===== config.mk =====
export PLATFORM = sky130hd
export DESIGN_NAME = complex_divider
export DESIGN_NICKNAME = d
export VERILOG_FILES = /design/src/rtl/cdiv_pkg.sv /design/src/rtl/udiv_serial.sv /design/src/rtl/complex_divider.sv
export SDC_FILE = /design/constraint.sdc
export NUM_CORES = 2
export LEC_CHECK = 0
export CORE_MARGIN = 4
export CORE_UTILIZATION = 50
export CTS_CLUSTER_DIAMETER = 80
export DETAILED_ROUTE_END_ITERATION = 10
export PLACE_DENSITY = 0.69
export SYNTH_ARGS = -nofsm -noshare
export SYNTH_HDL_FRONTEND = slang
export SYNTH_HIERARCHICAL = 1
export SYNTH_SLANG_ARGS = --single-unit

===== constraint.sdc =====
create_clock -name clk -period 6.9 [get_ports clk]
set_input_delay 1.38 -clock clk [delete_from_list [all_inputs] [get_ports clk]]
set_output_delay 1.38 -clock clk [all_outputs]
set_load 0.01 [all_outputs]

===== src/rtl/cdiv_pkg.sv =====
// Shared definitions for the complex divider.
// Holds the datapath widths, the iteration count of the serial dividers,
// the FSM state encoding, the saturation limits, and the helper that turns
// an unsigned quotient magnitude plus a sign into a clamped signed result.
package cdiv_pkg;

  localparam int NUM_W  = 16;           // numerator / quotient part width
  localparam int DEN_W  = 8;            // divisor part width
  localparam int PROD_W = 26;           // signed cross-product width
  localparam int ITER   = 25;           // quotient bits per serial divide
  localparam int DVD_W  = ITER;         // unsigned dividend width (|P|, |Q|)
  localparam int DVS_W  = 16;           // unsigned divisor width (D)
  localparam int ITER_W = $clog2(ITER);

  localparam logic [NUM_W-1:0] SAT_MAX = 16'h7FFF;  //  32767
  localparam logic [NUM_W-1:0] SAT_MIN = 16'h8000;  // -32768

  typedef enum logic [1:0] {
    IDLE = 2'd0,
    MULT = 2'd1,
    DIV  = 2'd2,
    DONE = 2'd3
  } state_t;

  // Returns {sat, value}. A negative result may reach magnitude 32768 before
  // clamping, a positive one only 32767.
  function automatic logic [NUM_W:0] sign_sat(input logic [DVD_W-1:0] mag,
                                               input logic neg);
    logic [NUM_W:0] res;
    if (!neg) begin
      if (mag > DVD_W'(SAT_MAX)) res = {1'b1, SAT_MAX};
      else                       res = {1'b0, mag[NUM_W-1:0]};
    end else begin
      if (mag > DVD_W'(SAT_MIN)) res = {1'b1, SAT_MIN};
      else                       res = {1'b0, ~mag[NUM_W-1:0] + NUM_W'(1)};
    end
    return res;
  endfunction

endpackage


===== src/rtl/udiv_serial.sv =====
// Serial restoring unsigned divider, 25-bit dividend by 16-bit divisor.
// One quotient bit per step. The iteration count lives in the caller, which
// pulses 'step' once per bit and raises 'last' on the final one.
// Ports:
//   clk, rst_n            clock, async active-low reset
//   start                 load dividend/divisor, clear remainder
//   step, last            advance one bit; 'last' marks the final bit
//   dividend, divisor     operands sampled on start
//   busy                  between start and the final step
//   done                  quotient valid, held until the next start
//   quotient              result (truncated)
module udiv_serial
  import cdiv_pkg::*;
(
  input  logic             clk,
  input  logic             rst_n,
  input  logic             start,
  input  logic             step,
  input  logic             last,
  input  logic [DVD_W-1:0] dividend,
  input  logic [DVS_W-1:0] divisor,
  output logic             busy,
  output logic             done,
  output logic [DVD_W-1:0] quotient
);

  logic [DVS_W-1:0] rem;
  logic [DVD_W-1:0] quo;
  logic [DVS_W-1:0] dvs;

  // Remainder is always below the divisor, so the shifted trial value needs
  // just one extra bit; when it is >= divisor, the difference fits in DVS_W.
  logic [DVS_W:0]   trial;
  logic             ge;
  logic [DVS_W-1:0] diff;

  assign trial    = {rem, quo[DVD_W-1]};
  assign ge       = trial >= {1'b0, dvs};
  assign diff     = trial[DVS_W-1:0] - dvs;
  assign quotient = quo;

  always_ff @(posedge clk or negedge rst_n) begin
    if (!rst_n) begin
      rem  <= '0;
      quo  <= '0;
      dvs  <= '0;
      busy <= 1'b0;
      done <= 1'b0;
    end else if (start) begin
      rem  <= '0;
      quo  <= dividend;
      dvs  <= divisor;
      busy <= 1'b1;
      done <= 1'b0;
    end else if (step && busy) begin
      rem <= ge ? diff : trial[DVS_W-1:0];
      quo <= {quo[DVD_W-2:0], ge};
      if (last) begin
        busy <= 1'b0;
        done <= 1'b1;
      end
    end
  end

endmodule


===== src/rtl/complex_divider.sv =====
// Complex divider: (num_real + j*num_imag) / (den_real + j*den_imag).
// Computes P = nr*dr + ni*di, Q = ni*dr - nr*di, D = dr^2 + di^2 in one
// MULT cycle, then runs two serial dividers on |P|/D and |Q|/D for 25
// cycles, reapplies signs and clamps to 16 bits.
// Handshake: a transfer happens on a rising edge where valid and ready are
// both 1. in_ready is 1 only in IDLE. out_valid stays 1, with its data
// frozen, until out_ready is seen; neither side may retract nothing.
// Ports:
//   clk, rst_n                    clock, async active-low reset
//   in_valid/in_ready             operand handshake
//   num_real/num_imag (16 signed) numerator
//   den_real/den_imag (8 signed)  divisor
//   out_valid/out_ready           result handshake
//   quo_real/quo_imag (16 signed) quotient
//   div_zero, sat                 flags qualified by out_valid
module complex_divider
  import cdiv_pkg::*;
(
  input  logic             clk,
  input  logic             rst_n,
  input  logic             in_valid,
  output logic             in_ready,
  input  logic [NUM_W-1:0] num_real,
  input  logic [NUM_W-1:0] num_imag,
  input  logic [DEN_W-1:0] den_real,
  input  logic [DEN_W-1:0] den_imag,
  output logic             out_valid,
  input  logic             out_ready,
  output logic [NUM_W-1:0] quo_real,
  output logic [NUM_W-1:0] quo_imag,
  output logic             div_zero,
  output logic             sat
);

  state_t state, state_nxt;

  logic [NUM_W-1:0]  nr_q, ni_q;
  logic [DEN_W-1:0]  dr_q, di_q;
  logic              p_neg, q_neg, dz_q;
  logic [ITER_W-1:0] iter;

  // Sign-extended operands for the MULT cycle.
  logic signed [PROD_W-1:0] nr_x, ni_x, dr_x, di_x, p, q;
  logic signed [DVS_W-1:0]  dr_s, di_s;
  logic [DVS_W-1:0]         d;
  logic [DVD_W-1:0]         p_abs, q_abs;
  logic                     dz_comb;

  assign nr_x = {{(PROD_W-NUM_W){nr_q[NUM_W-1]}}, nr_q};
  assign ni_x = {{(PROD_W-NUM_W){ni_q[NUM_W-1]}}, ni_q};
  assign dr_x = {{(PROD_W-DEN_W){dr_q[DEN_W-1]}}, dr_q};
  assign di_x = {{(PROD_W-DEN_W){di_q[DEN_W-1]}}, di_q};
  assign dr_s = {{(DVS_W-DEN_W){dr_q[DEN_W-1]}}, dr_q};
  assign di_s = {{(DVS_W-DEN_W){di_q[DEN_W-1]}}, di_q};

  assign p = nr_x * dr_x + ni_x * di_x;
  assign q = ni_x * dr_x - nr_x * di_x;
  // Each square is at most 16384 and the sum at most 32768, so 16-bit
  // arithmetic is exact.
  assign d = dr_s * dr_s + di_s * di_s;

  // |P|, |Q| never exceed 2^23, so the low 25 bits hold the magnitude.
  assign p_abs   = p[PROD_W-1] ? (~p[DVD_W-1:0] + DVD_W'(1)) : p[DVD_W-1:0];
  assign q_abs   = q[PROD_W-1] ? (~q[DVD_W-1:0] + DVD_W'(1)) : q[DVD_W-1:0];
  assign dz_comb = (dr_q == '0) && (di_q == '0);

  logic             start, step, last;
  logic             re_busy, im_busy, re_done, im_done;
  logic [DVD_W-1:0] re_quo, im_quo;
  logic [NUM_W:0]   re_res, im_res;

  assign start  = (state == MULT) && !dz_comb;
  assign step   = (state == DIV) && re_busy && im_busy;
  assign last   = (iter == ITER_W'(ITER - 1));
  assign re_res = sign_sat(re_quo, p_neg);
  assign im_res = sign_sat(im_quo, q_neg);

  udiv_serial u_div_re (
    .clk(clk), .rst_n(rst_n), .start(start), .step(step), .last(last),
    .dividend(p_abs), .divisor(d),
    .busy(re_busy), .done(re_done), .quotient(re_quo)
  );

  udiv_serial u_div_im (
    .clk(clk), .rst_n(rst_n), .start(start), .step(step), .last(last),
    .dividend(q_abs), .divisor(d),
    .busy(im_busy), .done(im_done), .quotient(im_quo)
  );

  assign in_ready = (state == IDLE);

  always_ff @(posedge clk or negedge rst_n) begin
    if (!rst_n) state <= IDLE;
    else        state <= state_nxt;
  end

  always_comb begin
    state_nxt = state;
    case (state)
      IDLE: if (in_valid) state_nxt = MULT;
      MULT: state_nxt = dz_comb ? DONE : DIV;
      DIV:  if (step && last) state_nxt = DONE;
      DONE: if (out_valid && out_ready) state_nxt = IDLE;
      default: state_nxt = IDLE;
    endcase
  end

  // Entering DONE on the final divide step leaves one cycle to form the
  // signed/clamped result into the output registers, which is also what
  // puts out_valid on accept+27 (accept+2 for a zero divisor).
  always_ff @(posedge clk or negedge rst_n) begin
    if (!rst_n) begin
      nr_q      <= '0;
      ni_q      <= '0;
      dr_q      <= '0;
      di_q      <= '0;
      p_neg     <= 1'b0;
      q_neg     <= 1'b0;
      dz_q      <= 1'b0;
      iter      <= '0;
      out_valid <= 1'b0;
      quo_real  <= '0;
      quo_imag  <= '0;
      div_zero  <= 1'b0;
      sat       <= 1'b0;
    end else begin
      case (state)
        IDLE: if (in_valid) begin
          nr_q <= num_real;
          ni_q <= num_imag;
          dr_q <= den_real;
          di_q <= den_imag;
        end
        MULT: begin
          p_neg <= p[PROD_W-1];
          q_neg <= q[PROD_W-1];
          dz_q  <= dz_comb;
          iter  <= '0;
        end
        DIV: if (step) iter <= iter + ITER_W'(1);
        DONE: begin
          if (out_valid && out_ready) begin
            out_valid <= 1'b0;
          end else if (!out_valid && (dz_q || (re_done && im_done))) begin
            out_valid <= 1'b1;
            div_zero  <= dz_q;
            quo_real  <= dz_q ? '0 : re_res[NUM_W-1:0];
            quo_imag  <= dz_q ? '0 : im_res[NUM_W-1:0];
            sat       <= dz_q ? 1'b0 : (re_res[NUM_W] | im_res[NUM_W]);
          end
        end
        default: ;
      endcase
    end
  end

endmodule


Word-level counts from Yosys, hierarchy flattened
Index checks and enable logic that the tools add are counted.
{ "word_totals": {"inputBits": 52, "out_inout_bits": 36, "regBits": 195} }
{ "classes": {"order_cmp": 6, "reduce_logical": 28, "multipliers": 6, "bitwise_logic": 6, "n_addsub": 10, "eq_ne": 8, "muxes": 40} }
{ "ops": {"columns": ["operator", "n"], "rows": [
  ["25-bit 2-to-1 mux", 6],
  ["16-bit 2-to-1 mux", 8],
  ["17-bit 2-to-1 mux", 6],
  ["16-bit by 8-bit multiplier with 24-bit output", 4],
  ["25-bit by 1-bit adder with 25-bit output, second input constant", 2],
  ["25-bit by 15-bit greater-than comparator with 1-bit output, second input constant", 2],
  ["25-bit by 16-bit greater-than comparator with 1-bit output, second input constant", 2],
  ["25-bit inverter", 2],
  ["17-bit by 16-bit greater-or-equal comparator with 1-bit output", 2],
  ["16-bit by 1-bit adder with 16-bit output, second input constant", 2],
  ["8-bit by 8-bit multiplier with 16-bit output", 2],
  ["16-bit inverter", 2],
  ["16-bit subtractor", 2],
  ["24-bit by 24-bit adder with 25-bit output", 1],
  ["24-bit by 24-bit subtractor with 25-bit output", 1],
  ["16-bit adder", 1],
  ["8-bit logical NOT", 2],
  ["1-bit 2-to-1 mux", 14],
  ["1-bit logical AND", 10],
  ["5-bit one-hot mux with 2 select lines", 1],
  ["2-bit AND reduction", 5],
  ["2-bit nonzero test", 5],
  ["2-bit one-hot mux with 4 select lines", 1],
  ["2-bit 2-to-1 mux", 3],
  ["other kinds (13)", 18]
]} }

Depth between registers and ports, before layout
{ "depth": {"depth_word": 6, "depth_mapped": 29} }

Hierarchy
Netlist, hierarchy kept.
{ "by_module_without_submodules": {"columns": ["mod", "instances", "cells_each", "area_each_um2"], "rows": [
  ["complex_divider", 1, 3210, 29074.1],
  ["udiv_serial", 2, 390, 3565.9]
]} }

Least setup slack after synthesis
Ideal clock, no wire load.
{ "synth_timing": {"kind": "register to register", "start": "register dr_q[7]", "end": "register u_div_im.quo[23], in the netlist u_div_im/quotient[23]", "arrival_time_ns": 6.897, "path_stages_with_launch": 27, "path_buffers": 2, "slack_ns": -0.133, "cell_sequence": "dfrtp_1 inv_1 buf_1 nor2_1 fa_1 inv_1 fa_1 fa_1 inv_1 fa_1 fa_1 inv_1 fa_1 inv_1 ha_1 clkbuf_1 o21a_1 o211ai_1 a31oi_1 or3_1 a2111oi_4 nand3_1 nor3_2 a41oi_1 xnor2_1 nand2_1 o21ai_0"} }
{ "synth_between": {"elab_chain_cells": 6, "word_cells_on_any_way": 11} }
{ "synth_lines": {"columns": ["element", "line_no", "text"], "rows": [
  ["start: declaration", "complex_divider.sv:38", "logic [DEN_W-1:0] dr_q, di_q;"],
  ["start signal: assignment", "complex_divider.sv:131", "dr_q <= den_real;"],
  ["16-bit by 8-bit multiplier with 24-bit output *", "complex_divider.sv:57", "assign q = ni_x * dr_x - nr_x * di_x;"],
  ["24-bit by 24-bit subtractor with 25-bit output *", "complex_divider.sv:57", null],
  ["25-bit inverter", "complex_divider.sv:64", "assign q_abs = q[PROD_W-1] ? (~q[DVD_W-1:0] + DVD_W'(1)) : q[DVD_W-1:0];"],
  ["25-bit by 1-bit adder with 25-bit output", "complex_divider.sv:64", null],
  ["25-bit 2-to-1 mux *", "complex_divider.sv:64", null],
  ["net q_abs[23]", "complex_divider.sv:46", "logic [DVD_W-1:0] p_abs, q_abs;"],
  ["25-bit 2-to-1 mux *", "udiv_serial.sv:49", "end else if (start) begin"],
  ["end signal: assignment", "udiv_serial.sv:51", "quo <= dividend;"],
  ["end signal: assignment", "udiv_serial.sv:57", "quo <= {quo[DVD_W-2:0], ge};"],
  ["end: declaration", "udiv_serial.sv:28", "logic [DVD_W-1:0] quo;"]
]} }
Mark *: on every way through the listed nets, which the timed path passes. The rest lies on a longest branch.
A chain may end at the register's enable or synchronous reset.

Worst setup path after layout
{ "layout_timing": {"start": "register di_q[4]", "end": "register u_div_re.quo[11], in the netlist u_div_re/quotient[11]"} }
{ "layout_between": {"elab_chain_cells": 6, "word_cells_on_any_way": 11} }
{ "layout_lines": {"columns": ["element", "line_no", "text"], "rows": [
  ["start: declaration", "complex_divider.sv:38", null],
  ["start signal: assignment", "complex_divider.sv:132", "di_q <= den_imag;"],
  ["16-bit by 8-bit multiplier with 24-bit output *", "complex_divider.sv:56", "assign p = nr_x * dr_x + ni_x * di_x;"],
  ["24-bit by 24-bit adder with 25-bit output *", "complex_divider.sv:56", null],
  ["25-bit inverter", "complex_divider.sv:63", "assign p_abs = p[PROD_W-1] ? (~p[DVD_W-1:0] + DVD_W'(1)) : p[DVD_W-1:0];"],
  ["25-bit by 1-bit adder with 25-bit output", "complex_divider.sv:63", null],
  ["25-bit 2-to-1 mux *", "complex_divider.sv:63", null],
  ["net p_abs[11]", "complex_divider.sv:46", null],
  ["25-bit 2-to-1 mux *", "udiv_serial.sv:49", null],
  ["end signal: assignment", "udiv_serial.sv:51", null],
  ["end signal: assignment", "udiv_serial.sv:57", null],
  ["end: declaration", "udiv_serial.sv:28", null]
]} }
Marked as above.

==> load_flow_metrics.sql <==
INSERT INTO impl_metrics (metric_group, metric, value, unit) VALUES
('timing', 'setup_ws', '-0.0389', 'ns'),
('setup_path', 'crit_path_end_kind', 'register', ''),
('routing', 'post_drt_wl_per_cell', '17.6', 'µm'),
('routing', 'drt_first_pass_iters', '5', ''),
('setup_path', 'cp_data_required_time', '7.31', 'ns'),
('setup_path', 'critical_path_arrival', '7.35', 'ns'),
('logic_synthesis', 'postSynth.topFlopCell', 'sky130_fd_sc_hd__dfrtp_1', ''),
('floorplanning', 'floorplan.core_area', '71600', 'µm²'),
('routing', 'routed-via-count', '27600', ''),
('logic_synthesis', 'synth_fp_nets', '4909', ''),
('final_layout', 'finalNetCount', '5086', ''),
('place', 'place_congestion', '0.864', ''),
('logic_synthesis', 'ffs_w_async_s_r_synth', '100', '%'),
('cts', 'cts.sinks', '211', ''),
('routing', 'wirelength', '90600', 'µm'),
('floorplanning', 'die_x', '277', 'µm'),
('timing', 'drv_slew', '0', ''),
('logic_synthesis', 'synth_largest_type_area_fraction', '34.4', '%'),
('logic_synthesis', 'yosysWarningCount', '6', ''),
('timing', 'worst_clock_skew', '0.0349', 'ns'),
('routing', 'drc_violation_count_after_routing', '0', ''),
('min_path', 'hold_path.class', 'register to register', ''),
('place', 'placed_cell_area', '39100', 'µm²'),
('routing', 'viasPerCell', '5.36', ''),
('timing', 'max_slew_margin', '35.3', '%'),
('setup_path', 'cp_max_fo', '6', ''),
('logic_synthesis', 'yosysSeqAreaShare', '14.6', '%'),
('cts', 'cts.hold.buffers_added', '0', ''),
('logic_synthesis', 'yosys-top-cells-area', 'sky130_fd_sc_hd__fa_1, sky130_fd_sc_hd__dfrtp_1, sky130_fd_sc_hd__ha_1, sky130_fd_sc_hd__inv_1, sky130_fd_sc_hd__and2_1', ''),
('final_layout', 'stdcell_area', '41900', 'µm²'),
('final_layout', 'area_delta_synth_final', '15.8', '%'),
('timing', 'hold-worst-slack', '0.473', 'ns'),
('floorplanning', 'floorplan.initialDensity', '50.6', '%'),
('setup_path', 'timing.critical_path.from_type', 'register', ''),
('logic_synthesis', 'post_synth_design_cell_area', '36200', 'µm²'),
('logic_synthesis', 'synth.largest_area_cell', 'sky130_fd_sc_hd__fa_1', ''),
('final_layout', 'antenna-diode-count', '0', ''),
('timing', 'min_period', '6.94', 'ns'),
('cts', 'htree_num_levels', '2', ''),
('place', 'buffer_ports.inserted', '87', ''),
('cts', 'insertion_delay_to_the_later_sink_of_the_worst_skew_pair', '0.57', 'ns'),
('cts', 'clk_path_buf_depth', '3', ''),
('timing', 'finalSetupViolCount', '11', ''),
('place', 'hpwl', '69500', 'µm'),
('logic_synthesis', 'synth.top_cells.by_count', 'sky130_fd_sc_hd__inv_1, sky130_fd_sc_hd__fa_1, sky130_fd_sc_hd__nand2_1', ''),
('logic_synthesis', 'synth_seq_cells', '211', ''),
('outcome', 'failed_checks', 'setup timing', ''),
('routing', 'route.antenna.remaining_nets', '0', ''),
('cts', 'cts_buffers', '34', ''),
('logic_synthesis', 'synth_cell_types', '93', ''),
('place', 'place_worst_setup_slack', '-0.0782', 'ns'),
('logic_synthesis', 'syn_inst', '3990', ''),
('floorplanning', 'dieHeight', '277', 'µm'),
('outcome', 'outcome', 'complete, but fails checks', ''),
('logic_synthesis', 'synth_edf_count', '0', ''),
('global_routing', 'first_global_vias', '28200', ''),
('flow_run', 'maxCapViolations', '0', ''),
('global_routing', 'global_route_wire_length_before_repair', '145000', 'µm'),
('timing', 'finalHoldViolCount', '0', ''),
('timing', 'fmaxAchievable', '0.144', 'GHz'),
('timing', 'min_period_over_period', '101', '%'),
('final_layout', 'fillers', '6142', ''),
('final_layout', 'post_route_cells_drive_above_1_share', '13.2', '%'),
('floorplanning', 'fp.dieArea', '76800', 'µm²'),
('timing', 'rsz0062_at_grt', 'true', ''),
('global_routing', 'grt_start_max_net_pins', '115', ''),
('logic_synthesis', 'avg_synthesized_cell_area', '9.07', 'µm²'),
('global_routing', 'gr-total-overflow', '0', ''),
('cts', 'tritoncts_clock_tree', 'done', ''),
('setup_path', 'timing_worst_setup_path_type', 'register to register', ''),
('global_routing', 'initial_antenna_violation_count', '3', ''),
('logic_synthesis', 'synth.most_common_cell', 'sky130_fd_sc_hd__inv_1', ''),
('cts', 'post_cts_clock_slew_at_the_launch_and_capture_registers_of_the_worst_setup_and_hold_paths', '0.06', 'ns'),
('global_routing', 'grt.total_usage', '23.2', '%'),
('floorplanning', 'pin_count', '88', ''),
('timing', 'transition_time_at_the_pin_with_the_least_slew_margin', '0.971', 'ns'),
('floorplanning', 'core.rowCount', '98', ''),
('routing', 'drt-initial-drc-count', '2078', ''),
('cts', 'clockRootBuffer', 'sky130_fd_sc_hd__clkbuf_16', '');
## area by class of cell
class / instances / area [µm²] / share of cell area (%)
Clock buffer: 42 / 911 / 2.17
Clock inverter: 18 / 195 / 0.465
Inverter: 794 / 2990 / 7.12
Multi-Input combinational cell: 2802 / 28000 / 66.7
Sequential cell: 211 / 5310 / 12.7
Tap cell: 950 / 1190 / 2.83
Timing Repair Buffer: 324 / 3380 / 8.06
## flip-flops by register name, summed over array words and instances (netlist names), 16 cells and up
name and flops:
u_div_im/rem 16, u_div_re/rem 16, u_div_re/quotient 25, u_div_im/quotient 25, u_div_im/dvs 16, quo_real 16, quo_imag 16, ni_q 16
nr_q 16, u_div_re/dvs 16
## repair_timing
item	CTS	global route
gates resized for setup	22	209
pin swaps	8	85
gates cloned	2	12
endpoints found under the setup margin	28	48
buffers inserted	7	44
## per-layer routing
| layer | track usage [%] | vias up | share of wire, % |
|---|---|---|---|
| met3 | 3.50 | 127 | 6.3 |
| li1 | - | 12800 | - |
| met2 | 37.9 | 744 | 47 |
| met1 | 32.1 | 13900 | 43 |
| met4 | 7.04 | 2 | 3.0 |
| met5 | 1.06 | - | 0.13 |
## stage by stage
step	TNS (ns)	std cells	util [%]
2_1_floorplan	0	3990	-
3_3_place_gp	-0.0441	5016	54.6
3_5_place_dp	-0.270	5016	54.6
4_1_cts	0	5085	56.5
5_1_grt	-6.62	5141	58.6
6_report	-0.196	5141	58.6
## cells by family after synthesis
| family | share of synthesized area [%] |
|---|---|
| simple gates | 15.9 |
| buf+inv | 10.4 |
| fa+ha+maj | 42.9 |
| compound gates | 9.15 |
| flops | 14.6 |
| xor+xnor | 3.75 |
| mux | 3.39 |
## worst max-delay path: stages (launching register included)
cell and delay (ns):
sky130_fd_sc_hd__dfrtp_2 0.45, sky130_fd_sc_hd__buf_12 0.15, sky130_fd_sc_hd__and2_4 0.15, sky130_fd_sc_hd__fa_1 0.58, sky130_fd_sc_hd__inv_2 0.06, sky130_fd_sc_hd__fa_1 0.52, sky130_fd_sc_hd__inv_2 0.04, sky130_fd_sc_hd__fa_1 0.54
sky130_fd_sc_hd__fa_2 0.46, sky130_fd_sc_hd__fa_1 0.52, sky130_fd_sc_hd__inv_1 0.05, sky130_fd_sc_hd__fa_1 0.48, sky130_fd_sc_hd__inv_1 0.04, sky130_fd_sc_hd__ha_2 0.16, sky130_fd_sc_hd__or3_4 0.39, sky130_fd_sc_hd__or2_4 0.25
sky130_fd_sc_hd__o211ai_1 0.35, sky130_fd_sc_hd__a211oi_2 0.13, sky130_fd_sc_hd__a211o_1 0.30, sky130_fd_sc_hd__a211o_1 0.28, sky130_fd_sc_hd__o211ai_1 0.09, sky130_fd_sc_hd__buf_4 0.16, sky130_fd_sc_hd__buf_6 0.12, sky130_fd_sc_hd__clkbuf_16 0.15
sky130_fd_sc_hd__a31oi_2 0.04, sky130_fd_sc_hd__xor2_1 0.16, sky130_fd_sc_hd__nand2_1 0.07, sky130_fd_sc_hd__o21ai_0 0.09
## path summary, 6_finish.rpt
check | start | cells after the start | slack [ns] | to
setup / recovery | di_q[4] | 27 | -0.04 | u_div_re/quotient[11]
setup reg to reg | di_q[4] | 27 | -0.04 | u_div_re/quotient[11]
min in group asynchronous | rst_n | 1 | 0.86 | u_div_im/rem[11]
hold / removal | quo_real[15] | 2 | 0.47 | quo_real[15]
hold reg to reg | quo_real[15] | 2 | 0.47 | quo_real[15]
max in group asynchronous | rst_n | 2 | 4.63 | di_q[1]
## cells in the final DEF (no fill, tap or decap), types with 10 or more instances in the layout
cell type	instances
sky130_fd_sc_hd__buf_4	174
sky130_fd_sc_hd__o21a_1	10
sky130_fd_sc_hd__dfrtp_1	187
sky130_fd_sc_hd__xor2_1	48
sky130_fd_sc_hd__a21oi_1	105
sky130_fd_sc_hd__clkbuf_16	45
sky130_fd_sc_hd__a21oi_2	18
sky130_fd_sc_hd__inv_1	785
sky130_fd_sc_hd__mux2_2	51
sky130_fd_sc_hd__nor2_1	152
sky130_fd_sc_hd__o21bai_1	10
sky130_fd_sc_hd__mux2i_1	62
sky130_fd_sc_hd__a21o_1	21
sky130_fd_sc_hd__nand2b_1	48
sky130_fd_sc_hd__o21ai_0	130
sky130_fd_sc_hd__nor2b_1	16
sky130_fd_sc_hd__nand4_1	18
sky130_fd_sc_hd__ha_1	226
sky130_fd_sc_hd__a22o_1	15
sky130_fd_sc_hd__nor3_1	49
sky130_fd_sc_hd__buf_6	14
sky130_fd_sc_hd__a21oi_4	10
sky130_fd_sc_hd__o211ai_1	19
sky130_fd_sc_hd__o21ai_1	35
sky130_fd_sc_hd__a31oi_1	22
sky130_fd_sc_hd__dfrtp_2	24
sky130_fd_sc_hd__fa_1	609
sky130_fd_sc_hd__buf_12	33
sky130_fd_sc_hd__and3_1	16
sky130_fd_sc_hd__nand2_1	423
sky130_fd_sc_hd__nand3_1	31
sky130_fd_sc_hd__and2_1	270
sky130_fd_sc_hd__clkdlybuf4s50_1	86
sky130_fd_sc_hd__xnor2_1	99
sky130_fd_sc_hd__fa_2	13
sky130_fd_sc_hd__or3_1	23
sky130_fd_sc_hd__nor4_1	17
sky130_fd_sc_hd__ha_4	14
Power is left out: the tool's default activity adds up to more than one toggle a clock period on the data nets, which glitch-free logic cannot reach.
